<file path="src/rtl/muldiv_seq_if.sv">
// Handshake and result bundle between the main CPU controller (master)
// and the multi-cycle multiply/divide sequencer (slave).
interface muldiv_seq_if #(
  parameter int WIDTH = 32
);
  logic             start;
  logic [1:0]       op;
  logic [WIDTH-1:0] a;
  logic [WIDTH-1:0] b;
  logic             busy;
  logic             done;
  logic [WIDTH-1:0] hi_wdata;
  logic [WIDTH-1:0] lo_wdata;
  logic             hi_ena;
  logic             lo_ena;
  logic             div_zero;

  modport master (
    output start, op, a, b,
    input  busy, done, hi_wdata, lo_wdata, hi_ena, lo_ena, div_zero
  );

  modport slave (
    input  start, op, a, b,
    output busy, done, hi_wdata, lo_wdata, hi_ena, lo_ena, div_zero
  );
endinterface

</file>
<file path="src/rtl/muldiv_seq.sv">
// Multi-cycle MULT/MULTU/DIV/DIVU sequencer: 32-step shift-add multiply or
// restoring divide on magnitudes, sign fix-up, then a one-cycle hi/lo write.
module muldiv_seq #(
  parameter int WIDTH = 32
) (
  input  logic          clk,
  input  logic          rst,
  muldiv_seq_if.slave   bus
);

  localparam int CW = $clog2(WIDTH);

  typedef enum logic [2:0] {
    S_IDLE,
    S_PREP,
    S_ITER,
    S_FIX,
    S_DONE
  } state_t;

  state_t             state_q, state_d;
  logic [1:0]         op_q;
  logic [WIDTH-1:0]   a_q, b_q;
  logic [WIDTH-1:0]   mag_q;
  logic [2*WIDTH-1:0] acc_q;
  logic [CW-1:0]      cnt_q;
  logic               psign_q, rsign_q, dz_q;
  logic [WIDTH-1:0]   hi_q, lo_q;

  logic               is_div, is_signed, last_iter;
  logic [WIDTH-1:0]   mag_a, mag_b;
  logic [WIDTH:0]     mul_sum;
  logic [2*WIDTH-1:0] mul_next;
  logic [WIDTH:0]     rem_sh, trial;
  logic [2*WIDTH-1:0] div_next;
  logic [2*WIDTH-1:0] prod_neg;
  logic [WIDTH-1:0]   quo, rem;

  always_comb begin
    is_div    = op_q[1];
    is_signed = ~op_q[0];
    last_iter = (cnt_q == CW'(WIDTH - 1));

    mag_a = (is_signed && a_q[WIDTH-1]) ? -a_q : a_q;
    mag_b = (is_signed && b_q[WIDTH-1]) ? -b_q : b_q;

    mul_sum  = {1'b0, acc_q[2*WIDTH-1:WIDTH]} + (acc_q[0] ? {1'b0, mag_q} : '0);
    mul_next = {mul_sum, acc_q[WIDTH-1:1]};

    // Trial subtraction on the shifted 33-bit remainder; bit WIDTH is the borrow.
    rem_sh   = acc_q[2*WIDTH-1:WIDTH-1];
    trial    = rem_sh - {1'b0, mag_q};
    div_next = trial[WIDTH] ? {rem_sh[WIDTH-1:0], acc_q[WIDTH-2:0], 1'b0}
                            : {trial[WIDTH-1:0],  acc_q[WIDTH-2:0], 1'b1};

    prod_neg = -acc_q;
    quo      = acc_q[WIDTH-1:0];
    rem      = acc_q[2*WIDTH-1:WIDTH];
  end

  always_ff @(posedge clk) begin
    if (rst) state_q <= S_IDLE;
    else     state_q <= state_d;
  end

  always_comb begin
    state_d      = state_q;
    bus.busy     = 1'b1;
    bus.done     = 1'b0;
    bus.hi_ena   = 1'b0;
    bus.lo_ena   = 1'b0;
    bus.div_zero = 1'b0;
    unique case (state_q)
      S_IDLE: begin
        bus.busy = 1'b0;
        if (bus.start) state_d = S_PREP;
      end
      S_PREP: state_d = S_ITER;
      S_ITER: if (last_iter) state_d = S_FIX;
      S_FIX:  state_d = S_DONE;
      S_DONE: begin
        bus.done     = 1'b1;
        bus.hi_ena   = 1'b1;
        bus.lo_ena   = 1'b1;
        bus.div_zero = dz_q;
        state_d      = S_IDLE;
      end
      default: state_d = S_IDLE;
    endcase
  end

  always_ff @(posedge clk) begin
    if (rst) begin
      op_q    <= '0;
      a_q     <= '0;
      b_q     <= '0;
      mag_q   <= '0;
      acc_q   <= '0;
      cnt_q   <= '0;
      psign_q <= 1'b0;
      rsign_q <= 1'b0;
      dz_q    <= 1'b0;
      hi_q    <= '0;
      lo_q    <= '0;
    end else begin
      unique case (state_q)
        S_IDLE: begin
          if (bus.start) begin
            op_q <= bus.op;
            a_q  <= bus.a;
            b_q  <= bus.b;
          end
        end
        S_PREP: begin
          psign_q <= is_signed & (a_q[WIDTH-1] ^ b_q[WIDTH-1]);
          rsign_q <= is_signed & a_q[WIDTH-1];
          dz_q    <= is_div && (b_q == '0);
          // Upper half cleared; lower half seeded with the multiplier or dividend.
          mag_q   <= is_div ? mag_b : mag_a;
          acc_q   <= {{WIDTH{1'b0}}, (is_div ? mag_a : mag_b)};
          cnt_q   <= '0;
        end
        S_ITER: begin
          acc_q <= is_div ? div_next : mul_next;
          cnt_q <= cnt_q + 1'b1;
        end
        S_FIX: begin
          if (dz_q) begin
            hi_q <= a_q;
            lo_q <= '1;
          end else if (is_div) begin
            lo_q <= psign_q ? -quo : quo;
            hi_q <= rsign_q ? -rem : rem;
          end else begin
            {hi_q, lo_q} <= psign_q ? prod_neg : acc_q;
          end
        end
        default: ;
      endcase
    end
  end

  assign bus.hi_wdata = hi_q;
  assign bus.lo_wdata = lo_q;

endmodule

</file>
<file path="src/flat_wrapper.sv">
// flat-port wrapper written by rule: the top's interface ports become plain ports
module muldiv_seq_flat 
#(
  parameter int WIDTH = 32
)
  (clk, rst, bus_start, bus_op, bus_a, bus_b, bus_busy, bus_done, bus_hi_wdata, bus_lo_wdata, bus_hi_ena, bus_lo_ena, bus_div_zero);
  muldiv_seq_if #(.WIDTH(WIDTH)) bus_i ();
  input  logic clk;
  input  logic rst;
  input wire logic [$bits(bus_i.start)-1:0] bus_start;
  input wire logic [$bits(bus_i.op)-1:0] bus_op;
  input wire logic [$bits(bus_i.a)-1:0] bus_a;
  input wire logic [$bits(bus_i.b)-1:0] bus_b;
  output wire logic [$bits(bus_i.busy)-1:0] bus_busy;
  output wire logic [$bits(bus_i.done)-1:0] bus_done;
  output wire logic [$bits(bus_i.hi_wdata)-1:0] bus_hi_wdata;
  output wire logic [$bits(bus_i.lo_wdata)-1:0] bus_lo_wdata;
  output wire logic [$bits(bus_i.hi_ena)-1:0] bus_hi_ena;
  output wire logic [$bits(bus_i.lo_ena)-1:0] bus_lo_ena;
  output wire logic [$bits(bus_i.div_zero)-1:0] bus_div_zero;
  assign bus_i.start = bus_start;
  assign bus_i.op = bus_op;
  assign bus_i.a = bus_a;
  assign bus_i.b = bus_b;
  assign bus_busy = bus_i.busy;
  assign bus_done = bus_i.done;
  assign bus_hi_wdata = bus_i.hi_wdata;
  assign bus_lo_wdata = bus_i.lo_wdata;
  assign bus_hi_ena = bus_i.hi_ena;
  assign bus_lo_ena = bus_i.lo_ena;
  assign bus_div_zero = bus_i.div_zero;
  muldiv_seq #(.WIDTH(WIDTH)) u_core (.clk(clk), .rst(rst), .bus(bus_i));
endmodule
</file>
<file path="config.mk">
export PLATFORM = sky130hd
export DESIGN_NAME = muldiv_seq_flat
export DESIGN_NICKNAME = d
export VERILOG_FILES = /design/src/rtl/muldiv_seq_if.sv /design/src/rtl/muldiv_seq.sv /design/src/flat_wrapper.sv
export SDC_FILE = /design/constraint.sdc
export NUM_CORES = 1
export LEC_CHECK = 0
export ABC_AREA = 1
export BUFFER_PORTS_ARGS = -buffer_cell sky130_fd_sc_hd__buf_2
export CORE_UTILIZATION = 55
export DETAILED_ROUTE_END_ITERATION = 10
export PLACE_DENSITY = 0.82
export SETUP_SLACK_MARGIN = 0.4
export SLEW_MARGIN = 5
export SYNTH_ARGS = -nofsm -noshare
export SYNTH_HDL_FRONTEND = slang
export SYNTH_SLANG_ARGS = --single-unit
</file>
<file path="constraint.sdc">
create_clock -name clk -period 4.5 [get_ports clk]
set_input_delay 0.9 -clock clk [delete_from_list [all_inputs] [get_ports clk]]
set_output_delay 0.9 -clock clk [all_outputs]
set_load 0.02 [all_outputs]
</file>
==> After elaboration in Yosys (flattened, before gate mapping) <==
Cells that the tools add are included.
{ "op_classes": {"n_eq_ne": 7, "muxes": 22, "n_bitwise": 4, "reduce_logical": 8, "n_addsub": 8} }
{ "ops": {"columns": ["operator", "count"], "rows": [
  ["32-bit two-way mux", 11],
  ["64-bit two-way mux", 3],
  ["32-bit negation", 4],
  ["64-bit case mux with 2 select lines", 1],
  ["64-bit negation", 1],
  ["32-bit by 33-bit adder with 33-bit output", 1],
  ["33-bit by 32-bit subtractor with 33-bit output", 1],
  ["32-bit zero test", 1],
  ["3-bit case mux with 4 select lines", 1],
  ["5-bit case mux with 2 select lines", 1],
  ["3-bit by 2-bit equality test with 1-bit output, second input constant", 2],
  ["3-bit two-way mux", 2],
  ["5-bit by 1-bit adder with 5-bit output, second input constant", 1],
  ["5-bit equality test, second input constant", 1],
  ["2-bit AND reduction", 2],
  ["3-bit by 1-bit equality test with 1-bit output, second input constant", 1],
  ["3-bit equality test, second input constant", 1],
  ["1-bit logical AND", 3],
  ["3-bit zero test", 1],
  ["1-bit two-way mux", 3],
  ["1-bit AND", 2],
  ["2-bit by 1-bit inequality test with 1-bit output, second input constant", 1],
  ["2-bit inequality test, second input constant", 1],
  ["2-bit nonzero test", 1],
  ["2 further kinds", 2]
]} }
{ "totals": {"word_cells": 61, "in_bits": 69, "register_bits": 237, "out_inout_bits": 69} }

==> Longest topological paths before layout <==
{ "logic_depth": {"word_depth": 5, "depth_mapped": 22, "depth_no_buf": 20} }

==> Worst setup path after synthesis <==
No wires, ideal clock.
{ "synth_path": {"path_type": "reg-to-reg", "start": "reg u_core.acc_q[0]", "end": "reg u_core.acc_q[57]", "path_slack_ns": 1.941, "arrival_time_ns": 2.427, "synth_period_minus_slack_ns": 2.559, "n_path_buf": 2, "path_stages_with_launch": 22, "required_time_ns": 4.368, "setup_time_ns": 0.132, "path_cell_list": "dfxtp_1 buf_6 clkbuf_1 nand2_1 inv_1 ha_1 inv_1 fa_1 inv_1 nand2_1 o21ai_1 nand2_1 nand2_1 nand2_1 nand2_1 nand2_1 nand3_1 nand3_1 nand2_1 inv_1 nand2_1 a21oi_1"} }
{ "synth_via": {"elab_chain_cells": 4} }
{ "synth_rtl": {"columns": ["item", "line_no", "source"], "rows": [
  ["start, declared", "muldiv_seq.sv:25", "logic [2*WIDTH-1:0] acc_q;"],
  ["start signal, assigned", "muldiv_seq.sv:120", "acc_q <= {{WIDTH{1'b0}}, (is_div ? mag_a : mag_b)};"],
  ["start signal, assigned", "muldiv_seq.sv:124", "acc_q <= is_div ? div_next : mul_next;"],
  ["32-bit two-way mux", "muldiv_seq.sv:47", "mul_sum = {1'b0, acc_q[2*WIDTH-1:WIDTH]} + (acc_q[0] ? {1'b0, mag_q} : '0);"],
  ["32-bit by 33-bit adder with 33-bit output", "muldiv_seq.sv:47", null],
  ["64-bit two-way mux", "muldiv_seq.sv:124", null],
  ["64-bit case mux with 2 select lines", "muldiv_seq.sv:106", "unique case (state_q)"]
]} }
No other way between the ends.
A chain may end at the register's enable or synchronous reset.

==> Final worst setup path <==
{ "layout_path": {"start": "reg u_core.acc_q[37]", "end": "reg u_core.acc_q[49]"} }
{ "layout_via": {"elab_chain_cells": 4, "elab_cells_between_ends": 5, "classes_between": "2 x add/sub; 3 x mux"} }
{ "layout_rtl": {"columns": ["item", "line_no", "source"], "rows": [
  ["33-bit by 32-bit subtractor with 33-bit output", "muldiv_seq.sv:52", "trial = rem_sh - {1'b0, mag_q};"],
  ["64-bit two-way mux", "muldiv_seq.sv:53", "div_next = trial[WIDTH] ? {rem_sh[WIDTH-1:0], acc_q[WIDTH-2:0], 1'b0}"],
  ["64-bit two-way mux *", "muldiv_seq.sv:124", null],
  ["64-bit case mux with 2 select lines *", "muldiv_seq.sv:106", null]
]} }
Every way passes the cells marked *; elsewhere a longest branch is shown, timed or not.

==> metrics.sh <==
PATH_DELAY_FAMILY='simple AND/OR/NAND/NOR gates'
MAXCLOCKFREQUENCY_GHz=0.312
WL_PER_CELL_UM=20.5
REQUIRED_NS=4.98
NUMCTSBUFFERS=28
GRT_ANTENNA_BEFORE_REPAIR=1
SYNTH_FLOP_CELL='sky130_fd_sc_hd__dfxtp_1'
CTS_BUFFER_DEPTH=3
SETUP_VIOL=0
END_KIND='flip-flop'
SYNTH_AREA_LEADER_CELL='sky130_fd_sc_hd__dfxtp_1'
GRT_PASS1_VIAS=20872
NUM_IO_PINS=138
YOSYSWARNINGS=0
GRT_MAX_DEGREE=102
CRITICAL_PATH_BUF_INV_COUNT=1
SEQ_AREA_FRAC_SYNTH=0.241
IO_BUFFERS=137
CP.ARRIVAL_NS=3.68
VDD_DROP_MAX_mV=0.384
CP-START-KIND='flip-flop'
TRITONCTS='yes'
SLOWEST_STAGE='sky130_fd_sc_hd__dfxtp_1'
CTS.REPAIR_TIMING.SETUP_BUFFER_COUNT=0
GRT.TOTAL_USAGE=0.428
POST_SYNTH_MAIN_AREA_CONTRIBUTORS='sky130_fd_sc_hd__dfxtp_1, sky130_fd_sc_hd__nand2_1, sky130_fd_sc_hd__nand3_1'
INITIAL_UTIL=0.564
POST-ROUTE-PERIOD-UTIL=0.711
CTS.REPAIR.RESIZED=0
MIN_TCLK_POST_ROUTE_NS=3.20
INITIALDRTVIOLATIONCOUNT=3201
CLKTRANSATPATHREGS_NS=0.06
FP-ROW-COUNT=68
NETLIST-CELL-TYPE-COUNT=53
CTSHTREEMAXLEVEL=1
VIA_PER_INST=6.01
RELSLEWSLACK=0.198
CORE_REGION_AREA_UM2=34900
DETAILED_ROUTING_ITERATIONS_PASS_1=11
DIEAREA_UM2=36500
PLACE.GP.CONGESTION=1.13
POWER.STATIC_LEAKAGE_uW=0.0105
CLK-INSERTION-DELAY-LATE_NS=0.58
CLOCK_SINKS=237
SLEW_VIOL_FINAL=0
CP_SLOWEST_STAGE_DELAY_NS=0.69
MAX_CAP_VIOL_COUNT=0
NUMBER_OF_ENABLE_FLIP_FLOP_CELLS_AFTER_SYNTHESIS=0
MAPPEDNETLISTAREA_UM2=19700
PATH_CLASS='reg2reg'
SYNTH.FF_LATCH_COUNT=237
MAX_SLEW.WORST_PIN.SLEW_NS=1.20
OUTCOME='finished with violations'
POWER_DENSITY_nW_PER_UM2=476
GRT.OVERFLOW.TOTAL=0
CRITICAL_PATH.CELL_CHAIN='ha_1 -> nand2_1 -> inv_1 -> a21oi_1 -> nand2_2 -> nand2_1 -> nand2_2 -> nand2_4 -> nand3_4 -> nand2_2 -> nand3_1 -> nand3_1 -> nand2_1 -> a21oi_1'
DP_HPWL_UM=62200
FINAL_NETS=3543
SYN_INST=3362
POST-ROUTE-UTIL=0.615
SYNTH_TOP_CELL_AREA_SHARE=0.241
AREA_ADDED_BETWEEN_SYNTHESIS_AND_FINISH_PCT=9.08
ROOT_BUFFER='sky130_fd_sc_hd__clkbuf_16'
FLOORPLAN.DIE.HEIGHT_UM=191
FINAL_LAYOUT_SIZE_SUFFIX_GT1_FRAC=0.0813
TIMING.FINAL.HOLD_VIOLATIONS=0
FINALWIRELENGTH_UM=79400
POSTSYNTHNETCOUNT=3503
SYNTH.AVG_CELL_AREA_UM2=5.85
VIOLATIONS_IN_THE_FINAL_REPORTS='design-rule violations'
HOLDCRITPATHCLASS='reg2reg'
GRT_FIRST_PASS_WIRELENGTH_UM=120000
TIMING.CLOCK.SKEW_NS=0.0209
ASYNC_SET_RESET_FLOP_SHARE_OUT_OF_SYNTHESIS=0
GRT_SETUP_UNREPAIRED='false'
VIAS=23303
SETUP_TNS_NS=0
WORSTPATHMAXFANOUT=34
CTSHOLDBUFFERS=0
DIE_X_UM=191
ROUTE.DETAILED.DRC=1
REMAINING_ANTENNA_VIOLATION_COUNT_AFTER_ROUTING=0
synthesized netlist by cell type (13+ instances only):
| master | count |
|---|---|
| sky130_fd_sc_hd__a21oi_1 | 308 |
| sky130_fd_sc_hd__a31oi_1 | 31 |
| sky130_fd_sc_hd__buf_1 | 13 |
| sky130_fd_sc_hd__buf_2 | 21 |
| sky130_fd_sc_hd__clkbuf_1 | 109 |
| sky130_fd_sc_hd__dfxtp_1 | 237 |
| sky130_fd_sc_hd__ha_1 | 70 |
| sky130_fd_sc_hd__inv_1 | 458 |
| sky130_fd_sc_hd__inv_2 | 13 |
| sky130_fd_sc_hd__nand2_1 | 902 |
| sky130_fd_sc_hd__nand3_1 | 395 |
| sky130_fd_sc_hd__nand3b_1 | 17 |
| sky130_fd_sc_hd__nand4_1 | 43 |
| sky130_fd_sc_hd__nor2_1 | 250 |
| sky130_fd_sc_hd__nor3_1 | 30 |
| sky130_fd_sc_hd__o211ai_1 | 54 |
| sky130_fd_sc_hd__o21ai_0 | 201 |
| sky130_fd_sc_hd__o21bai_1 | 14 |
| sky130_fd_sc_hd__o221ai_1 | 14 |
| sky130_fd_sc_hd__xor2_1 | 67 |
through the flow:
stage | total power (uW) | area, um2 | std cells | setup WS (ns) | hold WS, ns
after floorplan | 6240 | 19700 | 3362 | 1.94 | 0.436
after global placement | 7630 | 20500 | 3827 | 1.54 | 0.450
after detailed placement | 7690 | 20500 | 3827 | 1.42 | 0.452
after CTS | 10000 | 21400 | 3876 | 1.40 | 0.460
after global routing | 10800 | 21400 | 3876 | 1.12 | 0.479
final | 10200 | 21400 | 3877 | 1.30 | 0.462
logic make-up (layout without fill, tap and decap cells):
family / count (synthesis) / after routing / share of synthesized area
XOR/XNOR: 71 / 71 / 0.0316
flip-flops: 237 / 237 / 0.241
adder cells (fa/ha/maj): 72 / 72 / 0.0466
AO/OA/AOI/OAI: 672 / 672 / 0.191
buffers and inverters: 624 / 683 / 0.123
other: 0 / 1 / 0
AND/OR/NAND/NOR: 1686 / 1686 / 0.367
metal layers:
layer | routed length, um | track usage
met5 | 12 | 0
met3 | 9160 | 0.0903
met4 | 4620 | 0.218
met1 | 32400 | 0.576
met2 | 33200 | 0.641
report_power, final:
group | leakage [uW] | switching (uW) | internal [uW]
registers | 0.00193 | 289 | 2330
logic | 0.00810 | 3790 | 1470
clock network | 0.000457 | 959 | 1370
total | 0.0105 | 5040 | 5180
area by class of cell:
cell class                      instances  area, um2
Antenna cell                            1       2.50
Inverter                              472       1770
Clock inverter                         12        136
Multi-Input combinational cell       2501      12500
Fill cell                            3475      13400
Clock buffer                           37        806
Timing Repair Buffer                  162        876
Sequential cell                       237       4750
Tap cell                              455        569
cell usage in the layout, fill, tap and decap left out, drive strengths merged, types with 3 or more instances in the layout:
cell | Yosys | final
a21boi | 3 | 3
a21o | 5 | 5
a21oi | 309 | 309
a31oi | 31 | 31
buf | 43 | 162
clkbuf | 109 | 37
clkinv | 1 | 7
clkinvlp | 0 | 3
dfxtp | 237 | 237
ha | 70 | 70
inv | 471 | 472
nand2 | 913 | 913
nand3 | 397 | 397
nand3b | 17 | 17
nand4 | 43 | 43
nor2 | 262 | 262
nor3 | 34 | 34
nor4 | 4 | 4
o211ai | 54 | 54
o21ai | 215 | 215
o21bai | 14 | 14
o221a | 7 | 7
o221ai | 14 | 14
o22ai | 12 | 12
or2 | 11 | 11
xnor2 | 4 | 4
xor2 | 67 | 67
path summary, 6_finish.rpt:
check | slack, ns | start | cells past startpoint | end
hold / removal | 0.46 | u_core.bus.hi_wdata[26] | 2 | u_core.bus.hi_wdata[26]
hold reg to reg | 0.46 | u_core.bus.hi_wdata[26] | 2 | u_core.bus.hi_wdata[26]
setup / recovery | 1.30 | u_core.acc_q[37] | 14 | u_core.acc_q[49]
setup reg to reg | 1.30 | u_core.acc_q[37] | 14 | u_core.acc_q[49]
flip-flops by register name, summed over array words and instances, names as in the netlist, 2 cells and up:
register	flops
u_core.a_q	32
u_core.state_q	3
u_core.b_q	32
u_core.op_q	2
u_core.mag_q	32
u_core.acc_q	64
u_core.bus.hi_wdata	32
u_core.bus.lo_wdata	32
u_core.cnt_q	5
worst register-to-register path, stage by stage (launching register included):
cell and delay, ns:
sky130_fd_sc_hd__dfxtp_1 0.69, sky130_fd_sc_hd__ha_1 0.38, sky130_fd_sc_hd__nand2_1 0.11, sky130_fd_sc_hd__inv_1 0.05, sky130_fd_sc_hd__a21oi_1 0.18, sky130_fd_sc_hd__nand2_2 0.11, sky130_fd_sc_hd__nand2_1 0.09, sky130_fd_sc_hd__nand2_2 0.08
sky130_fd_sc_hd__nand2_4 0.11, sky130_fd_sc_hd__nand3_4 0.33, sky130_fd_sc_hd__nand2_2 0.51, sky130_fd_sc_hd__nand3_1 0.19, sky130_fd_sc_hd__nand3_1 0.11, sky130_fd_sc_hd__nand2_1 0.06, sky130_fd_sc_hd__a21oi_1 0.11
Note: power is estimated with default switching activity, not from simulation.
